File: src/rtl/tsense_pkg.sv
// Shared types and helpers for the temperature-sensor conversion scheduler.
package tsense_pkg;

    typedef enum logic [2:0] {
        S_IDLE,
        S_SELECT,
        S_SETTLE,
        S_CONVERT,
        S_OUTPUT
    } state_t;

    localparam int unsigned WIN_DEF    = 256;
    localparam int unsigned SETTLE_DEF = 8;

    // Field width able to index/count n distinct values (minimum one bit).
    function automatic int unsigned fld_width(input int unsigned n);
        return (n < 2) ? 1 : $clog2(n);
    endfunction

endpackage

File: src/rtl/tsense_rr_pick.sv
// Round-robin picker: first set mask bit strictly after ptr, wrapping around.
module tsense_rr_pick
    import tsense_pkg::*;
#(
    parameter  int unsigned NCH = 4,
    localparam int unsigned CW  = fld_width(NCH)
) (
    input  logic [NCH-1:0] mask,
    input  logic [CW-1:0]  ptr,
    output logic [CW-1:0]  idx,
    output logic           found
);

    logic [CW-1:0] cand;

    always_comb begin
        idx   = '0;
        found = 1'b0;
        cand  = '0;
        for (int unsigned k = 0; k < NCH; k++) begin
            cand = CW'((32'(ptr) + k + 1) % NCH);
            if (!found && mask[cand]) begin
                found = 1'b1;
                idx   = cand;
            end
        end
    end

endmodule

File: src/rtl/tsense_conv_scheduler.sv
// Schedules sensor-channel conversions over a shared front-end and comparator,
// counting comparator ones per window and handing results out via valid/ready.
module tsense_conv_scheduler
    import tsense_pkg::*;
#(
    parameter  int unsigned NCH    = 4,
    parameter  int unsigned WIN    = WIN_DEF,
    parameter  int unsigned SETTLE = SETTLE_DEF,
    localparam int unsigned CW     = fld_width(NCH),
    localparam int unsigned DW     = fld_width(WIN + 1),
    localparam int unsigned NW     = fld_width(WIN),
    localparam int unsigned SW     = fld_width(SETTLE)
) (
    input  logic           clk,
    input  logic           reset,
    input  logic [NCH-1:0] en_mask,
    input  logic           trigger,
    input  logic           continuous,
    input  logic           abort,
    input  logic           smp_valid,
    input  logic           smp_bit,
    output logic           fe_en,
    output logic           fe_rst,
    output logic [CW-1:0]  fe_ch,
    output logic           res_valid,
    input  logic           res_ready,
    output logic [DW-1:0]  res_data,
    output logic [CW-1:0]  res_ch,
    output logic           busy
);

    state_t         state_q, state_n;
    logic [CW-1:0]  ptr_q, ptr_n, fe_ch_n, res_ch_n;
    logic [NCH-1:0] pass_q, pass_n;
    logic [SW-1:0]  scnt_q, scnt_n;
    logic [NW-1:0]  nsamp_q, nsamp_n;
    logic [DW-1:0]  ones_q, ones_n, res_data_n;
    logic           res_valid_n, abort_pend_q, abort_pend_n;
    logic [NCH-1:0] cand_mask;
    logic [CW-1:0]  pick_idx;
    logic           pick_found;

    assign cand_mask = continuous ? en_mask : pass_q;

    tsense_rr_pick #(.NCH(NCH)) u_pick (
        .mask  (cand_mask),
        .ptr   (ptr_q),
        .idx   (pick_idx),
        .found (pick_found)
    );

    always_comb begin
        state_n      = state_q;
        ptr_n        = ptr_q;
        pass_n       = pass_q;
        scnt_n       = scnt_q;
        nsamp_n      = nsamp_q;
        ones_n       = ones_q;
        fe_ch_n      = fe_ch;
        res_data_n   = res_data;
        res_ch_n     = res_ch;
        res_valid_n  = res_valid;
        abort_pend_n = abort_pend_q;

        unique case (state_q)
            S_IDLE: begin
                if (!abort && (trigger || continuous) && (en_mask != '0)) begin
                    state_n = S_SELECT;
                    if (trigger) pass_n = en_mask;
                end
            end
            S_SELECT: begin
                if (abort) begin
                    state_n = S_IDLE;
                    pass_n  = '0;
                end else if (pick_found) begin
                    fe_ch_n = pick_idx;
                    ptr_n   = pick_idx;
                    pass_n  = pass_q & ~(NCH'(1) << pick_idx);
                    scnt_n  = '0;
                    state_n = S_SETTLE;
                end else begin
                    state_n = S_IDLE;
                end
            end
            S_SETTLE: begin
                if (abort) begin
                    state_n = S_IDLE;
                    pass_n  = '0;
                    scnt_n  = '0;
                end else if (scnt_q == SW'(SETTLE - 1)) begin
                    state_n = S_CONVERT;
                    nsamp_n = '0;
                    ones_n  = '0;
                end else begin
                    scnt_n = scnt_q + SW'(1);
                end
            end
            S_CONVERT: begin
                if (abort) begin
                    state_n = S_IDLE;
                    pass_n  = '0;
                    nsamp_n = '0;
                    ones_n  = '0;
                end else if (smp_valid) begin
                    if (nsamp_q == NW'(WIN - 1)) begin
                        state_n     = S_OUTPUT;
                        res_data_n  = ones_q + DW'(smp_bit);
                        res_ch_n    = fe_ch;
                        res_valid_n = 1'b1;
                        nsamp_n     = '0;
                        ones_n      = '0;
                    end else begin
                        nsamp_n = nsamp_q + NW'(1);
                        ones_n  = ones_q + DW'(smp_bit);
                    end
                end
            end
            S_OUTPUT: begin
                // abort here is deferred until the pending result is consumed
                if (abort) abort_pend_n = 1'b1;
                if (res_ready) begin
                    res_valid_n = 1'b0;
                    if (abort || abort_pend_q) begin
                        state_n      = S_IDLE;
                        pass_n       = '0;
                        abort_pend_n = 1'b0;
                    end else if (continuous || (pass_q != '0)) begin
                        state_n = S_SELECT;
                    end else begin
                        state_n = S_IDLE;
                    end
                end
            end
            default: state_n = S_IDLE;
        endcase
    end

    always_ff @(posedge clk or posedge reset) begin
        if (reset) begin
            state_q      <= S_IDLE;
            ptr_q        <= CW'(NCH - 1);
            pass_q       <= '0;
            scnt_q       <= '0;
            nsamp_q      <= '0;
            ones_q       <= '0;
            abort_pend_q <= 1'b0;
            fe_en        <= 1'b0;
            fe_rst       <= 1'b0;
            fe_ch        <= '0;
            res_valid    <= 1'b0;
            res_data     <= '0;
            res_ch       <= '0;
            busy         <= 1'b0;
        end else begin
            state_q      <= state_n;
            ptr_q        <= ptr_n;
            pass_q       <= pass_n;
            scnt_q       <= scnt_n;
            nsamp_q      <= nsamp_n;
            ones_q       <= ones_n;
            abort_pend_q <= abort_pend_n;
            fe_en        <= (state_n == S_SETTLE) || (state_n == S_CONVERT);
            fe_rst       <= (state_n == S_SETTLE);
            fe_ch        <= fe_ch_n;
            res_valid    <= res_valid_n;
            res_data     <= res_data_n;
            res_ch       <= res_ch_n;
            busy         <= (state_n != S_IDLE);
        end
    end

endmodule

File: config.mk
export PLATFORM = sky130hd
export DESIGN_NAME = tsense_conv_scheduler
export DESIGN_NICKNAME = d
export VERILOG_FILES = /design/src/rtl/tsense_pkg.sv /design/src/rtl/tsense_rr_pick.sv /design/src/rtl/tsense_conv_scheduler.sv
export SDC_FILE = /design/constraint.sdc
export NUM_CORES = 1
export LEC_CHECK = 0
export CAP_MARGIN = 10
export CORE_MARGIN = 8
export CORE_UTILIZATION = 32
export CTS_BUF_LIST = sky130_fd_sc_hd__clkbuf_8
export DETAILED_ROUTE_END_ITERATION = 10
export HOLD_SLACK_MARGIN = 0.15
export PLACE_DENSITY = 0.56
export SETUP_SLACK_MARGIN = 0.3
export SLEW_MARGIN = 20
export SYNTH_ARGS = -nofsm -noshare
export SYNTH_HDL_FRONTEND = slang
export SYNTH_HIERARCHICAL = 1
export SYNTH_SLANG_ARGS = --single-unit
File: constraint.sdc
create_clock -name clk -period 2.45 [get_ports clk]
set_input_delay 0.245 -clock clk [delete_from_list [all_inputs] [get_ports clk]]
set_output_delay 0.245 -clock clk [all_outputs]
set_load 0.01 [all_outputs]
# After elaboration in Yosys (flattened, before gate mapping)
# Cells that the tools add are included.
# word_totals
ramBits,0
mem_bits_ro,0
word_cells,144
regBits,47
mem_count,0
latchBits,0
inputBits,12
out_inout_bits,17
# op_classes
reduce_logical,28
magnitude_cmp,4
n_bitwise,3
mul,0
add_sub_neg,9
muxes,62
eq_ne,23
n_div,0
shifts,1
# ops
cell,n
9-bit 2-to-1 mux,5
8-bit 2-to-1 mux,5
3-bit 2-to-1 mux,11
4-bit 2-to-1 mux,8
2-bit != test (second input constant),11
9-bit case mux with 2 select lines,1
1-bit 2-to-1 mux,17
4-bit case mux with 4 select lines,1
8-bit case mux with 2 select lines,1
3-bit case mux with 5 select lines,1
3-bit by 2-bit == test with 1-bit output (second input constant),4
2-bit by 3-bit less-than comparator with 1-bit output (second input constant),4
2-bit 2-to-1 mux,6
4-bit AND reduction,3
4-bit nonzero test,3
9-bit by 1-bit adder with 9-bit output,1
3-bit != test (second input constant),3
2-bit by 1-bit adder with 2-bit output (second input constant),4
8-bit by 1-bit adder with 8-bit output (second input constant),1
1-bit binary-select mux with 2-bit select,4
8-bit == test (second input constant),1
7-bit AND reduction,1
3-bit == test (second input constant),2
3-bit case mux with 2 select lines,1
18 further kinds,31

# Longest topological paths before layout
# Gate-level depths: netlist (run 1).
# logic_depth
ltp_word,19
ltp_mapped,8
depth_no_buf,7

# Modules after synthesis
# The synthesis (run 1) kept the hierarchy.
# modules_own_cells
mod,n_inst,area_each_um2,cells_each
tsense_conv_scheduler,1,2436.1,240
tsense_rr_pick,1,91.3,14

# Worst setup path after synthesis (run 1)
# Ideal clock, no wire load.
# synth_timing
path_type,reg2reg
startpoint,register scnt_q[0]
endpoint,register ones_q[5]
slack_ns,0.531
arrival_ns,1.793
setup_ns,0.126
path_stages_with_launch,8
cell_sequence,dfrtp_1 -> ha_1 -> ha_1 -> or3b_1 -> buf_2 -> a21o_1 -> buf_2 -> a221o_1
# synth_between
elab_chain_len,3
# synth_rtl
item,line_no,rtl
"start, declared",tsense_conv_scheduler.sv:35,"logic [SW-1:0] scnt_q, scnt_n;"
"start signal, assigned",tsense_conv_scheduler.sv:159,scnt_q <= scnt_n;
3-bit == test,tsense_conv_scheduler.sv:91,end else if (scnt_q == SW'(SETTLE - 1)) begin
2-bit != test (no source line),-,
4-bit AND reduction (no source line),-,
"end signal, assigned",tsense_conv_scheduler.sv:161,ones_q <= ones_n;
"end, declared",tsense_conv_scheduler.sv:37,"logic [DW-1:0] ones_q, ones_n, res_data_n;"
# Every way passes these cells.
# A chain may end at the register's enable or synchronous reset.

# Worst setup path in the final report (run 1)
# layout_timing
startpoint,register scnt_q[0]
endpoint,register nsamp_q[5]
# layout_between
elab_chain_len,3
# layout_rtl
item,line_no,rtl
3-bit == test,tsense_conv_scheduler.sv:91,
2-bit != test (no source line),-,
4-bit AND reduction (no source line),-,
"end signal, assigned",tsense_conv_scheduler.sv:160,nsamp_q <= nsamp_n;
"end, declared",tsense_conv_scheduler.sv:36,"logic [NW-1:0] nsamp_q, nsamp_n;"
# Every way passes these cells.

==> flow_summary.yaml, run 1 <==
drt:
  wl_mm: 5.62
  routedWlPerCell_microns: 14.4
  antenna_left: 0
  drt_iter0_drc: 97
  drc: 0
  vias: 2001
  drt_pass1_iterations: 4
  via_per_inst: 5.13
timing:
  fin_crit_ns: 2.07
  fmax_mhz: 484
  timing.final.ws_setup_ns: 0.383
  setup_violations: 0
  final.setup.tns_ns: 0
  finalHoldViolations: 0
  final.period_utilization_pct: 84.4
  slew_violations: 0
  fin_worst_skew_ns: 0.0116
  worstMarginPinSlew_ns: 0.699
  rsz0062_at_grt: "no"
  holdWs_ns: 0.286
  slew_headroom_pct: 53.1
die:
  die_x_microns: 105
  num_io_pins: 29
  initial_utilization_pct: 32.9
  die_h_microns: 105
  core_sq_mm: 0.00769
  dieArea_sq_mm: 0.0110
  rows: 32
setup_path:
  worstPathRequired_ns: 2.67
  crit_fanout: 6
  endpoint_kind: "flop"
  worst-r2r-cell-count: 6
  r2r_start: "scnt_q[0]"
  startpoint: "scnt_q[0]"
  r2r-end: "nsamp_q[5]"
  start_kind: "flop"
  arrival_ns: 2.29
  worst-r2r-setup-slack_ns: 0.38
  path_class: "reg -> reg"
global_routing:
  grt_max_degree: 27
  antenna_found_initial: 0
  grt_pass1_vias: 2015
  grt_overflow: 0
  grt_pass1_wl_mm: 9.71
  grtUsageTotal_pct: 10.5
cells_and_area:
  final_cells: 390
  final_nets: 304
  fillers: 794
  syn_to_final_growth_pct: 21.7
  drive_gt1_share_pct: 10.4
  n_antenna_cell: 0
synthesis:
  syn_nets: 271
  synth_edf_count: 0
  postSynthCellCount: 254
  synth_top_family_by_area: "simple AND/OR/NAND/NOR gates"
  synth_sequential_area_ratio_pct: 46.6
  synthSimpleGateAreaFrac_pct: 20.1
  synth-async-reset-ratio_pct: 100
  yosys.area_share.xor_xnor_pct: 3.12
  synth_largest_area_cell: "dfrtp_1"
  synthAdderAreaFrac_pct: 2.48
  yosysMostFrequentCell: "dfrtp_1"
  ys_seq_elements: 47
  synth_compound_area_share_pct: 19.0
  synth.area.mux_share_pct: 5.74
  synth_common_cells: "45 x dfrtp_1, 23 x nand2_1, 15 x nor2_1, 13 x o21ai_1, 11 x o21ai_0"
  syn_area_sq_mm: 0.00253
  synth_top_area_share_pct: 44.6
  syn_area_per_cell_sq_um: 9.95
  yosys_warnings: 6
  ys.flop_type: "dfrtp_1"
  ys_types: 55
  synth_area_leaders: "dfrtp_1 45%, mux2_1 3.6%, nand2_1 3.4%"
clocking:
  post_cts_buffers: 0
  cts.clk_slew.worst_paths_ns: 0.09
  cts_sinks: 47
  cts_buffers: 5
  clock_path_buffers: 2
  htreeDepth: 2
  insertion_delay_ns: 0.29
  tritoncts: "built"
  root_buffer: "clkbuf_8"
placement:
  portBuffers: 28
  placed_cells: 382
  dp_hpwl_mm: 4.11
  pre_cts_ws_ns: 0.0152
  routabilityCongestion: 0.787
power_and_ir_drop:
  pwr-share-comb_pct: 25.5
  switching_share_pct: 31.0
  p_switching_uw: 639
  p_int_uw: 1420
  leakagePower_uw: 0.00133
  vdd_ir_drop_max_mv: 0.310
  p_clk_share_pct: 24.3
  p_per_area_mw_per_mm2: 670
  seq_power_share_pct: 50.2
job:
  cap_violations: 0
run_status:
  outcome: "complete, no violations"
hold_path:
  worstHoldPathType: "in -> async"
## worst max-delay path: stages (launching register included)
cell	delay (ns)
dfrtp_1	0.37
ha_1	0.16
ha_2	0.20
or3b_4	0.43
a21o_4	0.25
or4_1	0.49
o21ai_1	0.09
## layout by cell type (no fill, tap or decap), types with 2 or more instances in the layout
cell	count
a211o_1	2
a211oi_1	2
a21oi_1	9
a221o_1	5
a22o_1	7
a31oi_1	3
and3_1	6
and4_1	2
buf_4	6
clkbuf_8	7
clkdlybuf4s50_1	27
dfrtp_1	45
dfstp_2	2
ha_1	4
inv_1	9
mux2_1	8
mux2_2	4
nand2_1	23
nand2b_1	8
nand3_1	9
nand4_1	4
nor2_1	15
nor2b_1	5
nor3_1	7
o21ai_0	11
o21ai_1	13
o31ai_1	2
or4_1	3
xnor2_1	8
## registers in the layout (all words and copies together) (netlist names), 2 cells and up
signal and cells:
fe_ch 2, res_data 9, nsamp_q 8, ptr_q 2
state_q 3, pass_q 4, ones_q 9, res_ch 2
scnt_q 3
## repair_timing
action / CTS / global route
hold buffers: 0 / 0
setup endpoints to repair: 3 / 8
pin swaps: 0 / 0
gates resized for setup: 1 / 3
## metal layers
layer | share of wire [%] | global-route usage [%] | vias up
met5 | 0 | 0 | -
met4 | 0.62 | 3.77 | 0
met3 | 4.5 | 2.95 | 2
met2 | 45 | 16.2 | 36
met1 | 50 | 13.7 | 954
li1 | - | - | 1009
## power groups by stage
stage | sequential [uW] | combinational [uW] | clock, uW
finish | 1030 | 526 | 500
global route | 1060 | 593 | 555
CTS | 1030 | 532 | 524
detailed placement | 1050 | 529 | 0
global placement | 1040 | 524 | 0
floorplan | 1010 | 370 | 0
## per-stage QoR
step	area, sq um	utilization, %	power (uW)
global placement	2960	38.5	1570
global route	3080	40.0	2210
floorplan	2530	-	1380
detailed placement	2960	38.5	1580
finish	3080	40.0	2060
CTS	3060	39.8	2090
## logic make-up (layout without fill, tap and decap cells)
kind of cell,count (synthesis),count (layout)
flops,47,47
compound gates,69,69
simple gates,93,93
xor+xnor,9,9
mux,13,13
buf+inv,18,52
fa+ha+maj,5,5
## worst max-delay path by stage
stage	endpoint	depth (start not counted)
6_report	nsamp_q[5]	6
5_1_grt	ones_q[5]	5
4_1_cts	pass_q[2]	8
3_5_place_dp	pass_q[2]	8
3_3_place_gp	pass_q[2]	8
2_1_floorplan	ones_q[5]	7
## area by class of cell
class / instances / area [sq um] / share of cell area [%]
clock buffers: 7 / 96.3 / 3.13
clock inverters: 1 / 3.75 / 0.122
inverters: 9 / 33.8 / 1.10
multi-input cells: 189 / 1290 / 41.9
flip-flops and latches: 47 / 1180 / 38.3
well taps: 102 / 128 / 4.15
repair buffers: 35 / 348 / 11.3
Note: power is estimated with default switching activity, not from simulation.
==> inputs of run 2 (changes only) <==
PLACE_DENSITY = 0.58   (was 0.56)
clock period = 1.7 ns   (was 2.45 ns; I/O delays follow)
==> flow_summary.yaml, run 2 (synthesis gave the netlist of run 1 again) <==
timing:
  fmax_mhz: 528
  slew_violations: 0
  rsz0062_at_grt: "yes"
  final.setup.tns_ns: -3.18
  finalHoldViolations: 0
  fin_worst_skew_ns: 0.00867
  fin_crit_ns: 1.89
  worstMarginPinSlew_ns: 0.430
  timing.final.ws_setup_ns: -0.194
  final.period_utilization_pct: 111
  slew_headroom_pct: 71.2
  setup_violations: 29
die:
  num_io_pins: 29
  die_x_microns: 105
  die_h_microns: 105
  dieArea_sq_mm: 0.0110
  core_sq_mm: 0.00769
  initial_utilization_pct: 32.9
  rows: 32
placement:
  pre_cts_ws_ns: -0.622
  routabilityCongestion: 0.810
  dp_hpwl_mm: 4.47
  portBuffers: 28
  place_area_sq_mm: 0.00343
drt:
  drt_iter0_drc: 90
  via_per_inst: 5.07
  wl_met1_mm: 2.91
  wl_mm: 6.61
  routedWlPerCell_microns: 14.8
  drt_pass1_iterations: 4
  antenna_left: 0
  wl_met3_microns: 195
  drc: 0
  top_layer: "met4"
  route.met2.wl_mm: 3.47
  vias: 2261
clocking:
  cts_buffers: 5
  cts.clk_slew.worst_paths_ns: 0.10
  htreeDepth: 2
  ctsHoldBuffers: 0
  clock_path_buffers: 2
  insertion_delay_ns: 0.30
  tritoncts: "built"
  cts_sinks: 47
  root_buffer: "clkbuf_8"
power_and_ir_drop:
  leakagePower_uw: 0.00193
  p_int_uw: 2600
  pwr-share-comb_pct: 34.2
  vdd_ir_drop_max_mv: 0.572
  power_uw: 3770
  p_switching_uw: 1170
  seq_power_share_pct: 39.0
  p_clk_share_pct: 26.8
  p_per_area_mw_per_mm2: 959
  switching_share_pct: 31.0
global_routing:
  grt_max_degree: 48
  grt_pass1_wl_mm: 11.4
  grtUsageTotal_pct: 12.2
  grt_pass1_vias: 2356
  antenna_found_initial: 0
  grt_overflow: 0
hold_path:
  worstHoldPathType: "in -> async"
cells_and_area:
  drive_gt1_share_pct: 40.1
  syn_to_final_growth_pct: 55.8
  n_antenna_cell: 0
  finalInstanceArea_sq_mm: 0.00394
  layout_commonest_cell: "dfrtp_1"
  final_cell_mix: "45 x dfrtp_1, 44 x buf_4, 14 x buf_6"
  top_regs: "ones_q: 9 flops, res_data: 9 flops, nsamp_q: 8 flops"
  final_nets: 360
setup_path:
  worstPathRequired_ns: 1.92
  worst-r2r-setup-slack_ns: -0.19
  endpoint_kind: "flop"
  arrival_ns: 2.12
  crit_fanout: 3
  start_kind: "flop"
  path_class: "reg -> reg"
run_status:
  violations: "setup timing"
  outcome: "finished with violations"
job:
  cap_violations: 0
run 2: cell count changes in the layout (fill, tap and decap cells not counted), sizes merged:
cell           previous run  this run
nor2                     16        17
bufinv                    0         2
buf                       7        62
dlymetal6s2s              1        13
clkbuf                    7         5
dlygate4sd2               0         3
clkdlybuf4s50            27        12
run 2: worst paths after layout:
kind | from | end | cells after the start
worst max-delay path | scnt_q[0] | nsamp_q[5] | 6
worst min-delay path | reset | res_data[7] | 3
worst max register to register | scnt_q[0] | nsamp_q[5] | 6
worst min register to register | res_data[2] | res_data[2] | 2
max in group asynchronous | reset | ptr_q[1] | 3
min in group clk | res_data[2] | res_data[2] | 2
run 2: area by class of cell:
cell class                 count  area (sq um)
clock buffer                   5          68.8
clock inverter                 3          71.3
fill                         735          3750
inverter                       9          33.8
multi-input combinational    190          1580
sequential                    47          1180
tap                          102           128
timing repair buffer          90           877
run 2: timing repair:
action                     in CTS  in global routing
buffers inserted                2                  8
cloned                          3                  0
setup endpoints to repair      48                 59
pin swaps                      15                 14
resized for setup              36                 45
hold endpoints to repair        0                  0
run 2: power by group through the flow:
stage          registers (uW)  clock network (uW)  logic (uW)
6_report                 1470                1010        1290
3_5_place_dp             1480                   0        1110
3_3_place_gp             1480                   0        1090
5_1_grt                  1500                1090        1410
2_1_floorplan            1470                   0         634
4_1_cts                  1470                1030        1180
run 2: per-layer routing:
layer,up-vias,track usage (%)
met4,0,2.24
met3,4,3.01
met2,31,21.4
li1,1121,-
met5,-,0
met1,1105,14.7
run 2: per-stage QoR:
step           hold WS, ns  cells  util [%]
2_1_floorplan        0.277    254         -
6_report             0.216    446      51.2
5_1_grt              0.223    446      51.2
3_5_place_dp         0.475    425      44.6
3_3_place_gp         0.468    425      44.6
4_1_cts              0.219    438      48.6
run 2: critical path: stages (launching register included):
cell and delay, ns:
dfrtp_1 0.37, ha_2 0.20, ha_4 0.13, or3b_4 0.39, a21o_4 0.23, or4_1 0.40
o21ai_1 0.10
==> inputs of run 3 (changes only) <==
CORE_UTILIZATION = 40   (was 32)
PLACE_DENSITY = 0.68   (was 0.58)
SLEW_MARGIN = unset   (was 20)
==> flow_summary.yaml, run 3 (synthesis gave the netlist of run 1 again) <==
timing:
  worstMarginPinSlew_ns: 0.434
  timing.final.ws_setup_ns: -0.169
  fin_crit_ns: 1.87
  finalHoldViolations: 0
  fin_worst_skew_ns: 0.0122
  final.period_utilization_pct: 110
  rsz0062_at_grt: "yes"
  slew_headroom_pct: 70.9
  slew_violations: 0
  setup_violations: 32
  final.setup.tns_ns: -2.83
  fmax_mhz: 535
die:
  die_x_microns: 95.5
  initial_utilization_pct: 40.5
  core_sq_mm: 0.00624
  rows: 29
  num_io_pins: 29
  dieArea_sq_mm: 0.00912
  die_h_microns: 95.5
job:
  cap_violations: 0
placement:
  routabilityCongestion: 0.850
  placed_cells: 397
  pre_cts_ws_ns: -0.644
  dp_hpwl_mm: 4.47
  portBuffers: 28
drt:
  routedWlPerCell_microns: 15.4
  via_per_inst: 5.35
  antenna_left: 0
  drt_pass1_iterations: 4
  vias: 2268
  wl_mm: 6.53
  drt_iter0_drc: 58
  drc: 0
setup_path:
  path_class: "reg -> reg"
  endpoint_kind: "flop"
  start_kind: "flop"
  worstPathRequired_ns: 1.91
  crit_fanout: 8
  arrival_ns: 2.08
global_routing:
  grt_max_degree: 22
  grt_pass1_vias: 2236
  grt_pass1_wl_mm: 10.5
  antenna_found_initial: 0
  grtUsageTotal_pct: 14.4
  grt_overflow: 0
run_status:
  violations: "setup timing"
  outcome: "finished with violations"
clocking:
  insertion_delay_ns: 0.31
  cts.clk_slew.worst_paths_ns: 0.10
  cts_buffers: 5
  htreeDepth: 2
  root_buffer: "clkbuf_8"
  clock_path_buffers: 2
  cts_sinks: 47
  tritoncts: "built"
power_and_ir_drop:
  leakagePower_uw: 0.00192
  vdd_ir_drop_max_mv: 0.634
  p_per_area_mw_per_mm2: 911
cells_and_area:
  n_antenna_cell: 0
  final_nets: 363
  syn_to_final_growth_pct: 55.7
  layout_commonest_cell: "buf_4"
  drive_gt1_share_pct: 40.6
  final_cell_mix: "50 x buf_4, 45 x dfrtp_1, 16 x o21ai_1"
  final_cells: 424
  top_regs: "ones_q: 9 flops, res_data: 9 flops, nsamp_q: 8 flops"
hold_path:
  worstHoldPathType: "in -> async"
==> run 3: changes by cell type in the layout (fill, tap and decap cells not counted), sizes merged <==
| cell | before | now |
|---|---|---|
| dlymetal6s2s | 13 | 9 |
| clkbuf | 5 | 6 |
| dlygate4sd2 | 3 | 6 |
| buf | 62 | 64 |
| clkinvlp | 0 | 1 |
| bufinv | 2 | 1 |
| clkdlybuf4s50 | 12 | 13 |
==> run 3: critical path, cell delays in order (launching register included) <==
cell,delay [ns]
dfrtp_1,0.36
ha_2,0.20
ha_4,0.13
or3b_4,0.39
a21o_4,0.24
buf_12,0.14
a21o_1,0.15
a22o_1,0.17
==> run 3: repair_timing <==
action,4_1_cts,5_1_grt
gates resized for setup,41,38
gates cloned,1,1
hold buffers,0,0
endpoints found under the setup margin,48,54
setup buffers,6,11
endpoints found under the hold margin,0,0
pin swaps,20,25
==> run 3: metrics by stage <==
stage | power, uW | cell area, sq um | util (%) | hold slack [ns]
2_1_floorplan | 2100 | 2680 | - | 0.277
3_3_place_gp | 2530 | 3380 | 54.1 | 0.465
3_5_place_dp | 2570 | 3380 | 54.1 | 0.477
4_1_cts | 3500 | 3670 | 58.8 | 0.177
5_1_grt | 3790 | 3940 | 63.1 | 0.193
6_report | 3590 | 3940 | 63.1 | 0.166
==> run 3: layer usage <==
metal,vias to the layer above,global-route usage (%),share of wire [%]
li1,1121,-,-
met4,0,4.61,1.7
met3,12,2.68,3.5
met1,1087,17.7,43
met2,48,25.0,52
met5,-,0,0
==> run 3: power by group <==
part	leakage (uW)	internal, uW	switching (uW)
Sequential	0.000629	1300	163
Clock	0.0000548	443	405
Combinational	0.00123	698	574
Total	0.00192	2440	1140
==> run 3: area by class of cell <==
class                           count  area, sq um
Inverter                            9         33.8
Clock buffer                        5         68.8
Multi-Input combinational cell    190         1620
Clock inverter                      3         46.3
Tap cell                           77         96.3
Sequential cell                    47         1180
Timing Repair Buffer               93          892
Fill cell                         512         2310
==> run 3: final timing paths <==
kind / start / end / slack (ns) / depth (start not counted)
setup / recovery: scnt_q[0] / ones_q[6] / -0.17 / 7
hold / removal: reset / pass_q[1] / 0.17 / 2
setup reg to reg: scnt_q[0] / ones_q[6] / -0.17 / 7
hold reg to reg: res_data[6] / res_data[6] / 0.49 / 2
max in group asynchronous: reset / res_data[6] / 1.04 / 3
min in group clk: res_data[6] / res_data[6] / 0.49 / 2
==> variant: new RTL, settings of run 2 <==
Reset style: synchronous (`reset`), changed in one clocked block.
--- a/src/rtl/tsense_conv_scheduler.sv
+++ b/src/rtl/tsense_conv_scheduler.sv
@@ -136,7 +136,7 @@
         endcase
     end
 
-    always_ff @(posedge clk or posedge reset) begin
+    always_ff @(posedge clk) begin
         if (reset) begin
             state_q      <= S_IDLE;
             ptr_q        <= CW'(NCH - 1);
Function: differs if reset is asserted again (counterexample within 4 cycles, from zero or initial values and one cycle with reset high); with reset held inactive, the same outputs for 4 cycles.
==> variant against run 2 <==
- the flow still finishes with violations (negative setup slack)
- area after synthesis decreased by 0.54%
- sequential cell count unchanged
- routed wire length increased by 8.3%
- worst setup slack improved by 0.12 ns
- count of clock-buffer cells in the layout unchanged
- cell area increased by 3.2%
- largest cell class unchanged
Power is not compared: it rests on default switching activity, and its combinational part moved more than twofold at a synthesized area within 25%.
==> variant: results (changes against run 2) <==
[run_status]
status=finished, violations left
failed_checks=negative setup slack

[timing]
slew_headroom_pct=71.6  ; +0.45 points
layout_setup_ws_ns=-0.0723  ; +0.121 ns
setup_viol=10  ; -66%

[synthesis]
synthMuxAreaShare_pct=2.19  ; -3.6 points
synth_fa_ha_area_share_pct=2.49  ; +0.014 points
netlist_top_cells_count=dfxtp_1 (47), nand2_1 (36), a21oi_1 (31)
syn-num-nets=321  ; +18%
ys_types=57  ; +3.6%
ys_async_sr_fraction_pct=0  ; -100 points
ys_seq_area_share_pct=37.4  ; -9.2 points

[worst_setup_path]
cp_max_fo=4  ; +1
arrival_ns=1.98  ; -0.14 ns
path_delay_family=compound AO/OA/AOI/OAI gates

[cells_and_area]
buffer_area_share_pct=22.4  ; +0.13 points
n_all_inverters=10  ; +1
multi_input_area_um2=1910  ; +21%
nFillCells=709  ; -3.5%

[drt]
via_per_inst=5.19  ; +2.4%
dr.pass1.iters=6  ; +2

[place]
dp_hpwl_um=4910  ; +9.9%
gpl.final_weighted_congestion=0.784  ; -3.1%

[grt]
grt.met1_usage_pct=15.5  ; +0.78 points
grt_pass1_vias=2466  ; +4.7%

[hold_path]
min_path_type=in2reg

variant: cell count changes in the layout (fill, tap and decap cells not counted), moves of 8 or more:
| cell | delta |
|---|---|
| nand2_1 | +14 |
| o21ai_2 | -9 |
| dfxtp_1 | +35 |
| a21oi_1 | +13 |
| a21oi_2 | +9 |
| buf_4 | +8 |
| dfrtp_1 | -45 |
| o21ai_0 | +8 |
| mux2_4 | -9 |
| dfxtp_2 | +9 |
variant: metal layers:
metal / wire, µm / part of all wire [%]
met5: 0 / 0
met4: 94 / 1.3
met3: 209 / 2.9
met2: 3580 / 50
met1: 3270 / 46
variant: path summary, 6_finish.rpt:
kind | from | endpoint | cells past startpoint
setup / recovery | pass_q[3] | pass_q[0] | 7
hold / removal | smp_bit | res_data[0] | 4
setup reg to reg | pass_q[3] | pass_q[0] | 7
hold reg to reg | res_ch[0] | res_ch[0] | 2
variant: where the power goes:
group	switching (µW)	internal [µW]
registers	15.2	1110
clock network	407	439
logic	148	155
total	570	1700
variant: kinds of logic (layout without fill, tap and decap cells):
| group | after synthesis | after routing |
|---|---|---|
| and+or+nand+nor | 123 | 123 |
| AOI/OAI and AO/OA | 87 | 87 |
| DFF | 47 | 47 |
| buffers and inverters | 28 | 115 |
| xor gates and xnor gates | 9 | 9 |
| adders and majority gates | 5 | 5 |
| muxes | 5 | 5 |
variant: per-stage QoR:
stage | instance area, µm² | util [%] | hold slack (ns)
final | 4070 | 52.9 | 0.364
after detailed placement | 3420 | 44.4 | 0.448
after global placement | 3420 | 44.4 | 0.441
after CTS | 3770 | 49.1 | 0.462
after floorplan | 2720 | - | 0.296
after global routing | 4070 | 52.9 | 0.379
variant: worst min-delay path, cell delays in order:
cell            delay, ns
dlymetal6s2s_1       0.13
ha_4                 0.24
nand2_4              0.05
a21oi_2              0.04
